===== config.mk =====
export PLATFORM = sky130hd
export DESIGN_NAME = fft_peak_finder
export DESIGN_NICKNAME = d
export VERILOG_FILES = /design/src/rtl/fft_peak_pkg.sv /design/src/rtl/fft_mag_sq.sv /design/src/rtl/fft_peak_finder.sv
export SDC_FILE = /design/constraint.sdc
export NUM_CORES = 1
export LEC_CHECK = 0
export ABC_AREA = 1
export ABC_CLOCK_PERIOD_IN_PS = 5710
export CAP_MARGIN = 20
export CORE_ASPECT_RATIO = 1.5
export CORE_MARGIN = 1.5
export CORE_UTILIZATION = 61
export CTS_BUF_LIST = sky130_fd_sc_hd__clkbuf_4
export DETAILED_ROUTE_END_ITERATION = 10
export PLACE_DENSITY = 0.9
export SLEW_MARGIN = 10
export SYNTH_ARGS = -nofsm -noshare
export SYNTH_HDL_FRONTEND = slang
export SYNTH_SLANG_ARGS = --single-unit
export TNS_END_PERCENT = 50

===== constraint.sdc =====
create_clock -name clk -period 5.71 [get_ports clk]
set_clock_uncertainty 0.2 [all_clocks]
set_input_delay 0.571 -clock clk [delete_from_list [all_inputs] [get_ports clk]]
set_output_delay 0.571 -clock clk [all_outputs]
set_load 0.005 [all_outputs]

===== src/rtl/fft_peak_pkg.sv =====
// fft_peak_pkg: shared widths and types for the FFT peak finder.
package fft_peak_pkg;
   localparam int DATA_W = 12;
   localparam int PTS_W = 13;
   localparam int BIN_W = 12;
   localparam int MAG_W = 2*DATA_W+1;
   typedef enum logic [1:0] {IDLE, SCAN, DRAIN, DONE} state_t;
   typedef logic [MAG_W-1:0] mag_t;
endpackage


===== src/rtl/fft_mag_sq.sv =====
// fft_mag_sq: two-stage pipelined re^2+im^2 carrying a valid/bin-index side-band.
module fft_mag_sq
   import fft_peak_pkg::*;
(
   input  logic                     clk,
   input  logic                     reset,
   input  logic                     clr_i,
   input  logic                     valid_i,
   input  logic [PTS_W-1:0]         k_i,
   input  logic signed [DATA_W-1:0] re_i,
   input  logic signed [DATA_W-1:0] im_i,
   output logic                     valid_o,
   output logic [PTS_W-1:0]         k_o,
   output mag_t                     mag_o
);
   localparam int P_W = 2*DATA_W;
   logic signed [P_W-1:0] re_x, im_x, pre_q, pim_q;
   logic [PTS_W-1:0] k1_q;
   logic v1_q;
   assign re_x = P_W'(re_i);
   assign im_x = P_W'(im_i);
   // clr_i drops the in-flight second-stage result when a frame is restarted
   always_ff @(posedge clk)
      if (reset) begin
         v1_q <= 1'b0;
         valid_o <= 1'b0;
      end else begin
         v1_q <= valid_i;
         valid_o <= v1_q & ~clr_i;
      end
   always_ff @(posedge clk) begin
      k1_q <= k_i;
      pre_q <= re_x * re_x;
      pim_q <= im_x * im_x;
      k_o <= k1_q;
      mag_o <= {1'b0, pre_q} + {1'b0, pim_q};
   end
endmodule


===== src/rtl/fft_peak_finder.sv =====
// fft_peak_finder: per-frame peak |X[k]|^2 search over bins 1..N/2-1.
// FFT_PEAK_GATE_EN adds a threshold input and a peak_none flag.
module fft_peak_finder
   import fft_peak_pkg::*;
(
   input  logic                     clk,
   input  logic                     reset,
   input  logic                     sink_valid,
   output logic                     sink_ready,
   input  logic [1:0]               sink_error,
   input  logic                     sink_sop,
   input  logic                     sink_eop,
   input  logic signed [DATA_W-1:0] sink_real,
   input  logic signed [DATA_W-1:0] sink_imag,
   input  logic [PTS_W-1:0]         fftpts_in,
   output logic                     peak_valid,
   input  logic                     peak_ready,
   output logic [BIN_W-1:0]         peak_bin,
   output mag_t                     peak_mag,
   output logic                     peak_error
`ifdef FFT_PEAK_GATE_EN
   ,
   input  mag_t                     thresh,
   output logic                     peak_none
`endif
);
   state_t state_q, state_d;
   logic [PTS_W-1:0] n_q, n_d, k_q, k_d, kk, n_cur, k2, maxk_q, maxk_d;
   logic [1:0] cnt_q, cnt_d;
   logic err_q, err_d, beat, start, in_frame, last, cand, err_beat, load, v2, upd;
   mag_t max_q, max_d, mag2;
   assign sink_ready = state_q != DONE;
   assign peak_valid = state_q == DONE;
   fft_mag_sq u_mag (
      .clk(clk), .reset(reset), .clr_i(start), .valid_i(cand), .k_i(kk),
      .re_i(sink_real), .im_i(sink_imag), .valid_o(v2), .k_o(k2), .mag_o(mag2)
   );
   // k saturates at N-1 so beats past a missing eop never become candidates
   always_comb begin
      beat = sink_valid & sink_ready;
      start = beat & sink_sop & (state_q == IDLE || state_q == SCAN);
      in_frame = start | (beat & state_q == SCAN);
      n_cur = start ? fftpts_in : n_q;
      kk = start ? '0 : k_q;
      last = kk == n_cur - 1'b1;
      cand = in_frame & (kk != '0) & (kk < (n_cur >> 1));
      err_beat = in_frame & ((sink_error != '0) | (sink_eop ^ last));
      n_d = n_cur;
      k_d = (in_frame & ~last) ? kk + 1'b1 : kk;
      err_d = (start ? 1'b0 : err_q) | err_beat;
      load = state_q == DRAIN && cnt_q == 2'd2;
      cnt_d = state_q == DRAIN ? cnt_q + 1'b1 : '0;
      state_d = (in_frame & sink_eop) ? DRAIN :
                start ? SCAN :
                load ? DONE :
                (state_q == DONE && peak_ready) ? IDLE : state_q;
      upd = v2 && mag2 > max_q;
      max_d = start ? '0 : upd ? mag2 : max_q;
      maxk_d = start ? PTS_W'(1) : upd ? k2 : maxk_q;
   end
   always_ff @(posedge clk)
      if (reset) begin
         state_q <= IDLE;
         n_q <= '0;
         k_q <= '0;
         cnt_q <= '0;
         err_q <= 1'b0;
         max_q <= '0;
         maxk_q <= PTS_W'(1);
         peak_bin <= '0;
         peak_mag <= '0;
         peak_error <= 1'b0;
`ifdef FFT_PEAK_GATE_EN
         peak_none <= 1'b0;
`endif
      end else begin
         state_q <= state_d;
         n_q <= n_d;
         k_q <= k_d;
         cnt_q <= cnt_d;
         err_q <= err_d;
         max_q <= max_d;
         maxk_q <= maxk_d;
         if (load) begin
            peak_mag <= max_q;
            peak_error <= err_q;
`ifdef FFT_PEAK_GATE_EN
            peak_none <= max_q < thresh;
            peak_bin <= (max_q < thresh) ? '0 : BIN_W'(maxk_q);
`else
            peak_bin <= BIN_W'(maxk_q);
`endif
         end
      end
endmodule

==> results.cfg <==
[clock_tree]
ctsRootBufferMaster = clkbuf_4
cts_tree = built
path_clk_slew_ns = 0.07
cts_setup_buffers = 0
cts_buffers = 43
clk_path_buf_depth = 3
cts.sinks = 203
post_cts_resized = 0
cts_max_level = 2
worstSkewPairLatency_ns = 0.65
cts_hold_buf = 0

[die]
fp.dieW_um = 146
die_y_um = 217
core-area_um2 = 30200
ios = 85
dieArea_um2 = 31700
initial_core_util_pct = 61.9
fp-row-count = 78

[yosys]
ys_seq_area_share_pct = 21.8
synthFlopType = dfxtp_1
synth_cell_type_count = 46
yosys_warnings = 0
synth_fp_nets = 2717
async_flop_share_pct = 0
ys_top_cells_by_area = fa_1 (27%), dfxtp_1 (22%), ha_1 (12%)
synth_top_area_share_pct = 26.8
synth_edf_count = 0
syn_area_per_cell_um2 = 8.30
synth_area_um2 = 18700
ys_ff_latch = 203
synth_area_leader_cell = fa_1
synthCells = 2249

[layout]
area_growth_pct = 14.2
final_cell_mix = inv_1 (541), nand2_1 (364), fa_1 (250), dfxtp_1 (203), ha_1 (173)
drive_above_1_share_pct = 10.0
fin_cells = 2883
final_common_cell = inv_1
stdcell_area_um2 = 21300
layout.nets = 2921

[route]
drtAntennaViolNets = 0
drc = 0
drt_pass1_iterations = 5
routed_wl_um = 42600
num_vias = 15533
post_drt_via_cell_ratio = 5.39
drtIter0Drc = 613
wl_per_cell_um = 14.8

[critical_path]
worstSetupPathDepth = 23
critPathSlowestCell = fa_1
start_kind = input pin
crit_end = u_mag.pre_q[21]
cpPeakStageDelay_ns = 0.55
reg2reg_slack_ns = 2.08
crit_chain = clkdlybuf4s50_1, buf_4, nand2_1, inv_1, fa_1, fa_1, inv_1, fa_1, inv_1, fa_1, inv_1, fa_1, inv_1, ha_1, nand2_1, o21ai_0, nand2_1, o211ai_1, nor2_1, o21bai_1, nand3_1, nand2_1, xor2_1
startpoint = sink_real[6]
r2r_end = max_q[6]
worstPathRequired_ns = 6.08
worst-path-buf-inv = 7
worstSetupPathType = input pin to flip-flop
arrival_ns = 5.73
crit_family = adder cells
end_kind = flip-flop
reg2reg_depth = 12
crit-reg2reg-launch = max_q[6]
path_max_fanout = 5

[global_route]
grt.busiest_layer = met2
grt_pass1_vias = 16730
grt_util_met2_pct = 54.5
antenna_found_initial = 1
grt_start_max_net_pins = 78
met3_usage_pct = 3.02
met1_usage_pct = 26.3
grtUsageTotal_pct = 27.7
grt_pass1_wl_um = 72400
grt_overflow_total = 0

[timing]
fin_crit_ns = 5.37
setup-violations-final = 0
worst_slew_pin_slew_ns = 0.868
setup_ws_ns = 0.345
finalHoldViolations = 0
setup_tns_ns = 0
fmax_mhz = 186
period_share_pct = 94.0
rsz0062_at_grt = no
max_slew_margin_pct = 42.0
final-max-slew-violation-count = 0

[power]
p_total_uw = 12500
p_leak_uw = 0.0110
power_density_nw_per_um2 = 585
vdd_drop_max_v = 0.000537

[placed_design]
placed_area_um2 = 20800
io_buffer_count = 84
dp_hpwl_um = 35000
dp.cells = 2807
gp_congestion = 0.922
post-place-ws_ns = -0.280

[hold_path]
worstHoldPathType = flip-flop to flip-flop
hold-path-cell-count = 0

[status]
status = finished, final reports clean

[job]
drv_cap = 0
-- sequential cells by signal, indices dropped and copies added, names as in the netlist --
signal / cells
n_q: 13
u_mag.valid_o: 1
u_mag.pre_q: 23
max_q: 25
peak_error: 1
k_q: 13
peak_mag: 25
err_q: 1
u_mag.mag_o: 25
u_mag.k_o: 12
peak_bin: 12
u_mag.k1_q: 12
cnt_q: 2
state_q: 2
maxk_q: 12
u_mag.pim_q: 23
u_mag.v1_q: 1
-- per-stage QoR --
step                utilization, %  hold WS [ns]
floorplan                        -         0.110
global placement              69.0         0.111
detailed placement            69.0         0.112
CTS                           70.7         0.125
global route                  70.7         0.130
finish                        70.7         0.126
-- cell families (layout without fill, tap and decap cells) --
logic type / Yosys count / count (layout) / synth area share [%]
XOR/XNOR: 91 / 91 / 4.27
adder cells (fa/ha/maj): 423 / 423 / 38.4
other: 0 / 1 / 0
AND/OR/NAND/NOR: 602 / 602 / 14.0
flip-flops: 203 / 203 / 21.8
AO/OA/AOI/OAI: 313 / 313 / 8.98
buffers and inverters: 617 / 850 / 12.6
-- metal layers --
metal | part of all wire, % | wire length (µm)
met1 | 34 | 14400
met2 | 56 | 23700
met3 | 3.7 | 1560
met4 | 7.0 | 2980
met5 | 0 | 0
-- synth_stat cells, types with 2 or more instances --
cell	instances
a211oi_1	2
o31ai_1	3
buf_2	6
buf_6	4
nand3_1	63
nand2_4	5
o21ai_1	4
nor3_1	16
o21ai_0	101
nor2_4	3
fa_1	250
a21o_1	4
a31oi_1	4
clkinv_1	2
nor2_1	87
nor2_2	5
inv_1	541
o21bai_1	5
inv_4	2
o211ai_1	5
xnor2_1	29
nand3_4	2
clkbuf_1	53
nand2_1	364
ha_1	173
or2_2	6
o21a_1	4
o2111ai_1	4
nor4_1	5
nand2_2	12
xor2_1	62
a21oi_1	168
nand4_1	30
dfxtp_1	203
o21ai_2	5
inv_2	7
-- power breakdown --
group	leakage (µW)	internal, µW	switching [µW]
clock network	0.000302	494	555
registers	0.00167	1830	143
logic	0.00906	4350	5110
total	0.0110	6670	5810
-- worst register-to-register path, cell delays in order, from the launching register on --
cell and delay (ns):
dfxtp_1 0.33, inv_1 0.06, ha_1 0.31, a21oi_1 0.14
o21ai_0 0.09, a31oi_1 0.21, o41ai_1 0.13, nand3_1 0.09
nand3_1 0.41, nand2_1 0.85, buf_4 0.43, o21ai_0 0.16
a21oi_1 0.18
-- final cells by class --
type	count	area (µm²)
diodes	1	2.50
clock buffers	54	405
multi-input cells	1429	12300
fillers	2194	8820
flip-flops and latches	203	4060
repair buffers	224	1910
clock inverters	20	109
well taps	400	500
inverters	552	2080
-- worst min-delay path by stage --
stage	start	end	slack (ns)
2_1_floorplan	u_mag.k1_q[0]	u_mag.k_o[0]	0.11
3_3_place_gp	u_mag.k1_q[7]	u_mag.k_o[7]	0.11
3_5_place_dp	u_mag.k1_q[6]	u_mag.k_o[6]	0.11
4_1_cts	u_mag.k1_q[4]	u_mag.k_o[4]	0.13
5_1_grt	u_mag.k1_q[9]	u_mag.k_o[9]	0.13
6_report	u_mag.k1_q[4]	u_mag.k_o[4]	0.13
(Power assumes the default switching activity.)
